[src/rtl/signed_nibble_accumulator_pkg.sv]
// Shared constants for the signed nibble accumulator: width, signed limits, op codes.
// Latency: none (declarations only).
// Backpressure: none.
package signed_nibble_accumulator_pkg;

   localparam int ACC_W = 4;

   localparam logic signed [ACC_W-1:0] SMAX = 4'sd7;
   localparam logic signed [ACC_W-1:0] SMIN = -4'sd8;

   typedef logic [1:0] op_t;

   localparam op_t OP_NONE = 2'd0;
   localparam op_t OP_ADD  = 2'd1;
   localparam op_t OP_SUB  = 2'd2;
   localparam op_t OP_CLR  = 2'd3;

   // Clear wins over everything; add and sub together cancel each other out.
   function automatic op_t op_decode(input logic add, input logic sub, input logic clr);
      op_t op;
      op = OP_NONE;
      if (clr)
         op = OP_CLR;
      else if (add && !sub)
         op = OP_ADD;
      else if (sub && !add)
         op = OP_SUB;
      return op;
   endfunction

endpackage

[src/rtl/signed_nibble_accumulator_if.sv]
// Board-side bundle: switches, raw buttons and mode in; accumulator result out.
// Latency: none (wires only).
// Backpressure: none; the result is a level plus a one-cycle update strobe.
interface signed_nibble_accumulator_if import signed_nibble_accumulator_pkg::*; ();

   logic [ACC_W-1:0] sw;
   logic             key_add_n;
   logic             key_sub_n;
   logic             key_clr_n;
   logic             sat_mode;
   logic [ACC_W-1:0] acc;
   logic             ovf;
   logic             op_strobe;

   modport master (
      output sw, key_add_n, key_sub_n, key_clr_n, sat_mode,
      input  acc, ovf, op_strobe
   );

   modport slave (
      input  sw, key_add_n, key_sub_n, key_clr_n, sat_mode,
      output acc, ovf, op_strobe
   );

endinterface

[src/rtl/signed_nibble_accumulator_key_debounce.sv]
// Synchronize, debounce and edge-detect one active-low pushbutton into a press pulse.
// Latency: press_pulse rises DEBOUNCE_CYCLES+2 edges after the raw key is first sampled low.
// Backpressure: none; one pulse per debounced press, releases are silent.
module key_debounce #(
   parameter int DEBOUNCE_CYCLES = 500000
) (
   input  logic clk,
   input  logic rst_n,
   input  logic key_n,
   output logic press_pulse
);

   localparam int CW = (DEBOUNCE_CYCLES > 1) ? $clog2(DEBOUNCE_CYCLES) : 1;
   localparam logic [CW-1:0] TC = CW'(DEBOUNCE_CYCLES - 1);

   logic          sync1;
   logic          sync2;
   logic [1:0]    warm;
   logic          stable;
   logic          stable_d;
   logic          armed;
   logic [CW-1:0] cnt;

   // Two-flop synchronizer; warm marks when sync2 carries real key data rather than reset fill.
   always_ff @(posedge clk) begin
      if (!rst_n) begin
         sync1 <= 1'b1;
         sync2 <= 1'b1;
         warm  <= 2'b00;
      end else begin
         sync1 <= key_n;
         sync2 <= sync1;
         warm  <= {warm[0], 1'b1};
      end
   end

   // Accept a new level only after it has differed from the stable level for the full window.
   always_ff @(posedge clk) begin
      if (!rst_n) begin
         cnt    <= '0;
         stable <= 1'b1;
      end else if (sync2 == stable) begin
         cnt <= '0;
      end else if (cnt == TC) begin
         cnt    <= '0;
         stable <= sync2;
      end else begin
         cnt <= cnt + 1'b1;
      end
   end

   // Arm only once the key has been genuinely seen released, so a key held through reset stays silent.
   always_ff @(posedge clk) begin
      if (!rst_n)
         armed <= 1'b0;
      else if (warm[1] && sync2 && stable)
         armed <= 1'b1;
   end

   // Registered falling-edge detect on the debounced level.
   always_ff @(posedge clk) begin
      if (!rst_n) begin
         stable_d    <= 1'b1;
         press_pulse <= 1'b0;
      end else begin
         stable_d    <= stable;
         press_pulse <= armed && stable_d && !stable;
      end
   end

endmodule

[src/rtl/signed_nibble_accumulator.sv]
// Signed 4-bit accumulator driven by debounced add/sub/clear buttons, with overflow flag and wrap/saturate.
// Latency: raw key low sampled at edge k updates acc/ovf/op_strobe at edge k+DEBOUNCE_CYCLES+4.
// Backpressure: none; every accepted press is applied, simultaneous add+sub is dropped.
module signed_nibble_accumulator
   import signed_nibble_accumulator_pkg::*;
#(
   parameter int DEBOUNCE_CYCLES = 500000
) (
   input  logic                        clk,
   input  logic                        rst_n,
   signed_nibble_accumulator_if.slave  bus
);

   logic add_p;
   logic sub_p;
   logic clr_p;
   op_t  op_q;

   logic [ACC_W-1:0] acc_q;
   logic             ovf_q;
   logic             strobe_q;

   logic signed [ACC_W:0] a_ext;
   logic signed [ACC_W:0] b_ext;
   logic signed [ACC_W:0] sum;
   logic                  of;
   logic [ACC_W-1:0]      res;

   key_debounce #(.DEBOUNCE_CYCLES(DEBOUNCE_CYCLES)) u_deb_add (
      .clk         (clk),
      .rst_n       (rst_n),
      .key_n       (bus.key_add_n),
      .press_pulse (add_p)
   );

   key_debounce #(.DEBOUNCE_CYCLES(DEBOUNCE_CYCLES)) u_deb_sub (
      .clk         (clk),
      .rst_n       (rst_n),
      .key_n       (bus.key_sub_n),
      .press_pulse (sub_p)
   );

   key_debounce #(.DEBOUNCE_CYCLES(DEBOUNCE_CYCLES)) u_deb_clr (
      .clk         (clk),
      .rst_n       (rst_n),
      .key_n       (bus.key_clr_n),
      .press_pulse (clr_p)
   );

   // Register the decoded op so it is applied on the cycle after the press pulses.
   always_ff @(posedge clk) begin
      if (!rst_n)
         op_q <= OP_NONE;
      else
         op_q <= op_decode(add_p, sub_p, clr_p);
   end

   // One-bit-wider signed add/sub; overflow when the top two result bits disagree.
   always_comb begin
      a_ext = {acc_q[ACC_W-1], acc_q};
      b_ext = {bus.sw[ACC_W-1], bus.sw};
      sum   = (op_q == OP_SUB) ? (a_ext - b_ext) : (a_ext + b_ext);
      of    = sum[ACC_W] ^ sum[ACC_W-1];
      res   = sum[ACC_W-1:0];
      if (bus.sat_mode && of)
         res = sum[ACC_W] ? SMIN : SMAX;
   end

   // Apply the op; sw and sat_mode only matter in this cycle.
   always_ff @(posedge clk) begin
      if (!rst_n) begin
         acc_q    <= '0;
         ovf_q    <= 1'b0;
         strobe_q <= 1'b0;
      end else begin
         strobe_q <= 1'b0;
         case (op_q)
            OP_CLR: begin
               acc_q    <= '0;
               ovf_q    <= 1'b0;
               strobe_q <= 1'b1;
            end
            OP_ADD, OP_SUB: begin
               acc_q    <= res;
               ovf_q    <= of;
               strobe_q <= 1'b1;
            end
            default: ;
         endcase
      end
   end

   assign bus.acc       = acc_q;
   assign bus.ovf       = ovf_q;
   assign bus.op_strobe = strobe_q;

endmodule

[src/flat_wrapper.sv]
// flat-port wrapper written by rule: the top's interface ports become plain ports
module signed_nibble_accumulator_flat import signed_nibble_accumulator_pkg::*;
#(
   parameter int DEBOUNCE_CYCLES = 500000
)
  (clk, rst_n, bus_sw, bus_key_add_n, bus_key_sub_n, bus_key_clr_n, bus_sat_mode, bus_acc, bus_ovf, bus_op_strobe);
  signed_nibble_accumulator_if bus_i ();
  input  logic clk;
  input  logic rst_n;
  input wire logic [$bits(bus_i.sw)-1:0] bus_sw;
  input wire logic [$bits(bus_i.key_add_n)-1:0] bus_key_add_n;
  input wire logic [$bits(bus_i.key_sub_n)-1:0] bus_key_sub_n;
  input wire logic [$bits(bus_i.key_clr_n)-1:0] bus_key_clr_n;
  input wire logic [$bits(bus_i.sat_mode)-1:0] bus_sat_mode;
  output wire logic [$bits(bus_i.acc)-1:0] bus_acc;
  output wire logic [$bits(bus_i.ovf)-1:0] bus_ovf;
  output wire logic [$bits(bus_i.op_strobe)-1:0] bus_op_strobe;
  assign bus_i.sw = bus_sw;
  assign bus_i.key_add_n = bus_key_add_n;
  assign bus_i.key_sub_n = bus_key_sub_n;
  assign bus_i.key_clr_n = bus_key_clr_n;
  assign bus_i.sat_mode = bus_sat_mode;
  assign bus_acc = bus_i.acc;
  assign bus_ovf = bus_i.ovf;
  assign bus_op_strobe = bus_i.op_strobe;
  signed_nibble_accumulator #(.DEBOUNCE_CYCLES(DEBOUNCE_CYCLES)) u_core (.clk(clk), .rst_n(rst_n), .bus(bus_i));
endmodule
[config.mk]
export PLATFORM = sky130hd
export DESIGN_NAME = signed_nibble_accumulator_flat
export DESIGN_NICKNAME = d
export VERILOG_FILES = /design/src/rtl/signed_nibble_accumulator_pkg.sv /design/src/rtl/signed_nibble_accumulator_if.sv /design/src/rtl/signed_nibble_accumulator_key_debounce.sv /design/src/rtl/signed_nibble_accumulator.sv /design/src/flat_wrapper.sv
export SDC_FILE = /design/constraint.sdc
export NUM_CORES = 1
export LEC_CHECK = 0
export CAP_MARGIN = 30
export CORE_ASPECT_RATIO = 0.7
export CORE_MARGIN = 2
export CORE_UTILIZATION = 65
export DETAILED_ROUTE_END_ITERATION = 16
export PLACE_DENSITY_LB_ADDON = 0.12
export SYNTH_ARGS = -nofsm -noshare
export SYNTH_HDL_FRONTEND = slang
export SYNTH_SLANG_ARGS = --single-unit
[constraint.sdc]
create_clock -name clk -period 5.06 [get_ports clk]
set_input_delay 1.518 -clock clk [delete_from_list [all_inputs] [get_ports clk]]
set_output_delay 1.518 -clock clk [all_outputs]
set_load 0.01 [all_outputs]
=== Word-level counts from Yosys, hierarchy flattened ===
Cells that the tools add are included.

* Flip-flop bits (word level): 89
* Latch bits: 0
* Bits in writable memories: 0
* ROM bits: 0
* Input port bits: 10
* Logic and storage cells: 91
* Memories: 0

* Add/subtract/negate cells: 5
* Multiply operators: 0
* Divide/modulo/power cells: 0
* Order comparisons: 0
* Equality and inequality tests: 9
* Shifts and indexed selects: 0
* Muxes and demuxes: 12
* Bitwise logic cells: 5
* Reduce and logical (&&, ||, !) cells: 29

{| class="wikitable"
|+ Operators with widths
! operator !! count
|-
| 19-bit by 1-bit adder with 19-bit output (second input constant) || 3
|-
| 19-bit == test (second input constant) || 3
|-
| 1-bit logical AND || 15
|-
| 3-bit OR reduction || 4
|-
| 4-bit 2-to-1 mux || 2
|-
| 4-bit one-hot mux with 2 select lines || 1
|-
| 2-bit 2-to-1 mux || 3
|-
| 2-bit AND reduction || 3
|-
| 4-bit by 4-bit adder with 5-bit output || 1
|-
| 1-bit zero test || 5
|-
| 5-bit 2-to-1 mux || 1
|-
| 4-bit by 4-bit subtractor with 5-bit output || 1
|-
| 2-bit == test (second input constant) || 2
|-
| 1-bit 2-to-1 mux || 4
|-
| 1-bit NOT || 4
|-
| 1-bit == test || 3
|-
| 2-bit by 1-bit == test with 1-bit output (second input constant) || 1
|-
| 1-bit one-hot mux with 2 select lines || 1
|-
| 2-bit nonzero test || 1
|-
| 2-bit OR reduction || 1
|-
| 1-bit XOR || 1
|}

=== Longest topological paths before layout ===
* Depth after elaboration: 6
* Mapped depth: 10
* Depth with buffers taken out: 10

=== Cells and area by module ===
Synthesis repeated with hierarchy kept, for this count alone.

* Cell total of the unflattened synthesis: 439
* Area, all modules: 3,942.5 um2

{| class="wikitable"
|+ By module, submodules not included
! module !! instances !! cells an instance !! area each (um2) !! seq. area each (um2)
|-
| key_debounce || 3 || 120 || 1,089.8 || 540.5
|-
| signed_nibble_accumulator || 1 || 79 || 673.1 || 160.2
|}

=== Worst setup path before layout ===
No wires, ideal clock.

* Path kind: input to register
* Start point: input port bus_sw[0]
* End point: register u_core.acc_q[3] (netlist: u_core.bus.acc[3])
* Setup time: 0.069 ns
* Arrival: 3.237 ns
* Required time: 4.991 ns
* Path slack: 1.754 ns
* Cell stages on the path: 9
* Cell sequence: inv_1 > ha_1 > mux2i_1 > fa_1 > a21o_1 > a221o_1 > a211o_1 > o21a_1 > o21ai_1

* Longest elaborated chain between the ends: 6
* Elaborated cells between the ends (all ways): 8
* Those cells by class: add/sub: 2; mux: 4; bitwise: 1; reduce/logical: 1

{| class="wikitable"
|+ Ends and longest elaborated chain
! what !! line !! text
|-
| start, declared || flat_wrapper.sv:10 || <nowiki>input wire logic [$bits(bus_i.sw)-1:0] bus_sw;</nowiki>
|-
| 4-bit by 4-bit adder with 5-bit output or 4-bit by 4-bit subtractor with 5-bit output (tied branches) || signed_nibble_accumulator.sv:62 || <nowiki>sum = (op_q == OP_SUB) ? (a_ext - b_ext) : (a_ext + b_ext);</nowiki>
|-
| 5-bit 2-to-1 mux (*) || signed_nibble_accumulator.sv:62 ||
|-
| 1-bit XOR || signed_nibble_accumulator.sv:63 || <nowiki>of = sum[ACC_W] ^ sum[ACC_W-1];</nowiki>
|-
| 1-bit logical AND || signed_nibble_accumulator.sv:65 || <nowiki>if (bus.sat_mode && of)</nowiki>
|-
| 4-bit 2-to-1 mux (*) || signed_nibble_accumulator.sv:65 ||
|-
| 4-bit one-hot mux with 2 select lines (*) || signed_nibble_accumulator.sv:77 || <nowiki>case (op_q)</nowiki>
|-
| end signal, assigned || signed_nibble_accumulator.sv:84 || <nowiki>acc_q <= res;</nowiki>
|-
| end, declared || signed_nibble_accumulator.sv:19 || <nowiki>logic [ACC_W-1:0] acc_q;</nowiki>
|}

Every way passes the cells marked *; elsewhere a longest branch is shown, timed or not.
A chain may end at the register's enable or synchronous reset.

=== Worst setup path after layout ===
Ends and elaborated chain as after synthesis.

==> reports/metrics.cfg <==
[clocking]
cts_resized=0
htree_levels=3
clock-sinks=85
path_clk_slew_ns=0.08
cts_tree=built
cts.path.max_buffers=2
cts_buffers=9
cts_setup_buffers=0
cts_hold_buf=0
cts-root-buf=clkbuf_8
insertion_delay_ns=0.35

[global_route]
antenna_found_initial=0
grt-ovfl-total=0
grt_pass1_vias=2564
grt_pass1_wl_mm=11.5
grt_max_degree=20
grt.total_usage=0.227

[floorplanning]
rows=23
core_sq_um=5730
die_width_um=96.2
initial_utilization=0.675
die-area_sq_um=6590
io_pins=16
fp.dieH_um=68.5

[detailed_routing]
wl_mm=6.67
avgRoutedWirePerCell_um=12.8
drc_errors=0
drt_pass1_iterations=4
via_per_inst=5.46
vias=2847
drt_iter0_markers=100
ant_nets=0

[synthesis]
syn_nets=443
async_flop_share=0
yosys_warnings=0
synth-seq-cells=85
syn_area_per_cell_sq_um=9.16
netlist_area_sq_um=3870
syn_inst=422
yosysMostFrequentCell=dfxtp_1
ys_top_cells_by_count=dfxtp_1 (85), nor2_1 (65), xor2_1 (39)
ys.flop_type=dfxtp_1
synth_edf_count=0
synth_area_leaders=dfxtp_1 (44%), xor2_1 (8.8%), nor2_1 (6.3%)
yosysSeqAreaShare=0.440
netlist.area_leader.share=0.440
ys_types=50
yosys.area.top_type=dfxtp_1

[placement]
hpwlAfterDp_mm=4.60
post_dp_cell_area_sq_um=4060
io_buffers=15
gp_congestion=0.898

[sta]
slew_headroom=0.613
finalClockSkew_ns=0.0162
setup_viol=0
rsz0062_at_grt=false
finalSetupTns_ns=0
hold_viol=0
min_period_over_period=0.733
min_period_ns=3.71
slew_violations=0
fmax_mhz=270
worstMarginPinSlew_ns=0.581

[power_and_ir_drop]
power_density_nw_per_um2=283
ir_drop_mv=0.216
leakagePower_uw=0.00147

[flow_run]
cap_violations=0

[worst_setup_path]
critPathMaxFanout=4
cp.arrival_ns=3.98
endpoint_kind=flop
required_ns=5.33
crit_path_start_kind=input pin
crit_type=input pin to flop

[cells_and_area]
diodes=0
areaGrowthSynthToFinish_pct=9.90
fin_nets=462
drive_gt1_frac=0.0762
design_area_sq_um=4250

[worst_hold_path]
hold_class=flop to flop

[status]
status=completed

-- state kept, by name (all words and copies together), names as in the netlist, 2 cells and up --
register	count
u_core.u_deb_add.cnt	19
u_core.u_deb_clr.cnt	19
u_core.u_deb_sub.cnt	19
u_core.bus.acc	4
u_core.op_q	2
-- worst max-delay path, cell delays in order --
cell and delay [ns]:
clkdlybuf4s50_1 0.51, inv_1 0.06, ha_1 0.27, mux2i_1 0.11, fa_1 0.46, a21o_1 0.20
a221o_1 0.29, a211o_1 0.30, o21a_1 0.13, o21ai_1 0.13
-- cell usage in the layout (no fill, tap or decap), types with 4 or more instances in the layout --
cell type        Yosys  routed
nand3_1             28      28
nor2b_1              8       8
nand2_1             32      32
and2_1               8       8
mux2i_1              5       5
inv_1               15      15
xor2_1              39      39
clkbuf_8             0      10
ha_1                10      10
nor4_1               5       5
dfxtp_1             85      85
nor2_2              10      10
o21ai_0              4       4
clkdlybuf4s50_1      0      15
a21oi_1              8       8
and3_1               4       4
nand4_1             11      11
nand2b_1            10      10
and4_1               4       4
nor2_1              65      65
xnor2_1             20      20
nor3_1               7       7
-- per-layer routing --
layer	part of all wire	wire, um	global-route usage	up-vias
met5	0	0	0	-
met3	0.063	419	0.0739	8
li1	-	-	-	1460
met1	0.48	3190	0.297	1314
met2	0.45	2990	0.356	65
met4	0.010	69	0.0786	0
-- cell type report --
class | count | area (sq um)
Sequential cell | 85 | 1700
Multi-Input combinational cell | 314 | 2050
Clock buffer | 13 | 149
Inverter | 15 | 56.3
Fill cell | 434 | 1480
Tap cell | 75 | 93.8
Timing Repair Buffer | 16 | 158
Clock inverter | 3 | 43.8
-- power breakdown --
group / leakage (uW) / internal (uW) / switching, uW
registers: 0.000688 / 674 / 3.51
clock network: 0.0000980 / 243 / 226
logic: 0.000682 / 27.2 / 28.8
total: 0.00147 / 944 / 258
-- kinds of logic after synthesis --
kind of cell,after synthesis,share of synthesized area
compound gates,29,0.0498
xor+xnor,60,0.139
flops,85,0.440
mux,5,0.0129
fa+ha+maj,11,0.0375
buf+inv,23,0.0304
simple gates,209,0.290
-- final timing paths --
check	from	slack, ns	cells past startpoint	to
worst max register to register	u_core.op_q[0]	2.66	9	u_core.bus.acc[3]
worst max-delay path	bus_sw[0]	1.35	10	u_core.bus.acc[3]
worst min-delay path	u_core.u_deb_sub.sync1	0.42	1	u_core.u_deb_sub.sync2
worst min register to register	u_core.u_deb_sub.sync1	0.42	1	u_core.u_deb_sub.sync2
-- through the flow --
step | utilization | total power, uW | instances | setup WS, ns | hold slack, ns
2_1_floorplan | - | 733 | 422 | 1.75 | 0.386
3_3_place_gp | 0.708 | 747 | 505 | 1.13 | 0.392
3_5_place_dp | 0.708 | 748 | 505 | 1.02 | 0.396
4_1_cts | 0.742 | 1220 | 521 | 1.39 | 0.416
5_1_grt | 0.742 | 1250 | 521 | 1.30 | 0.442
6_report | 0.742 | 1200 | 521 | 1.35 | 0.416
Note: power is estimated with default switching activity, not from simulation.
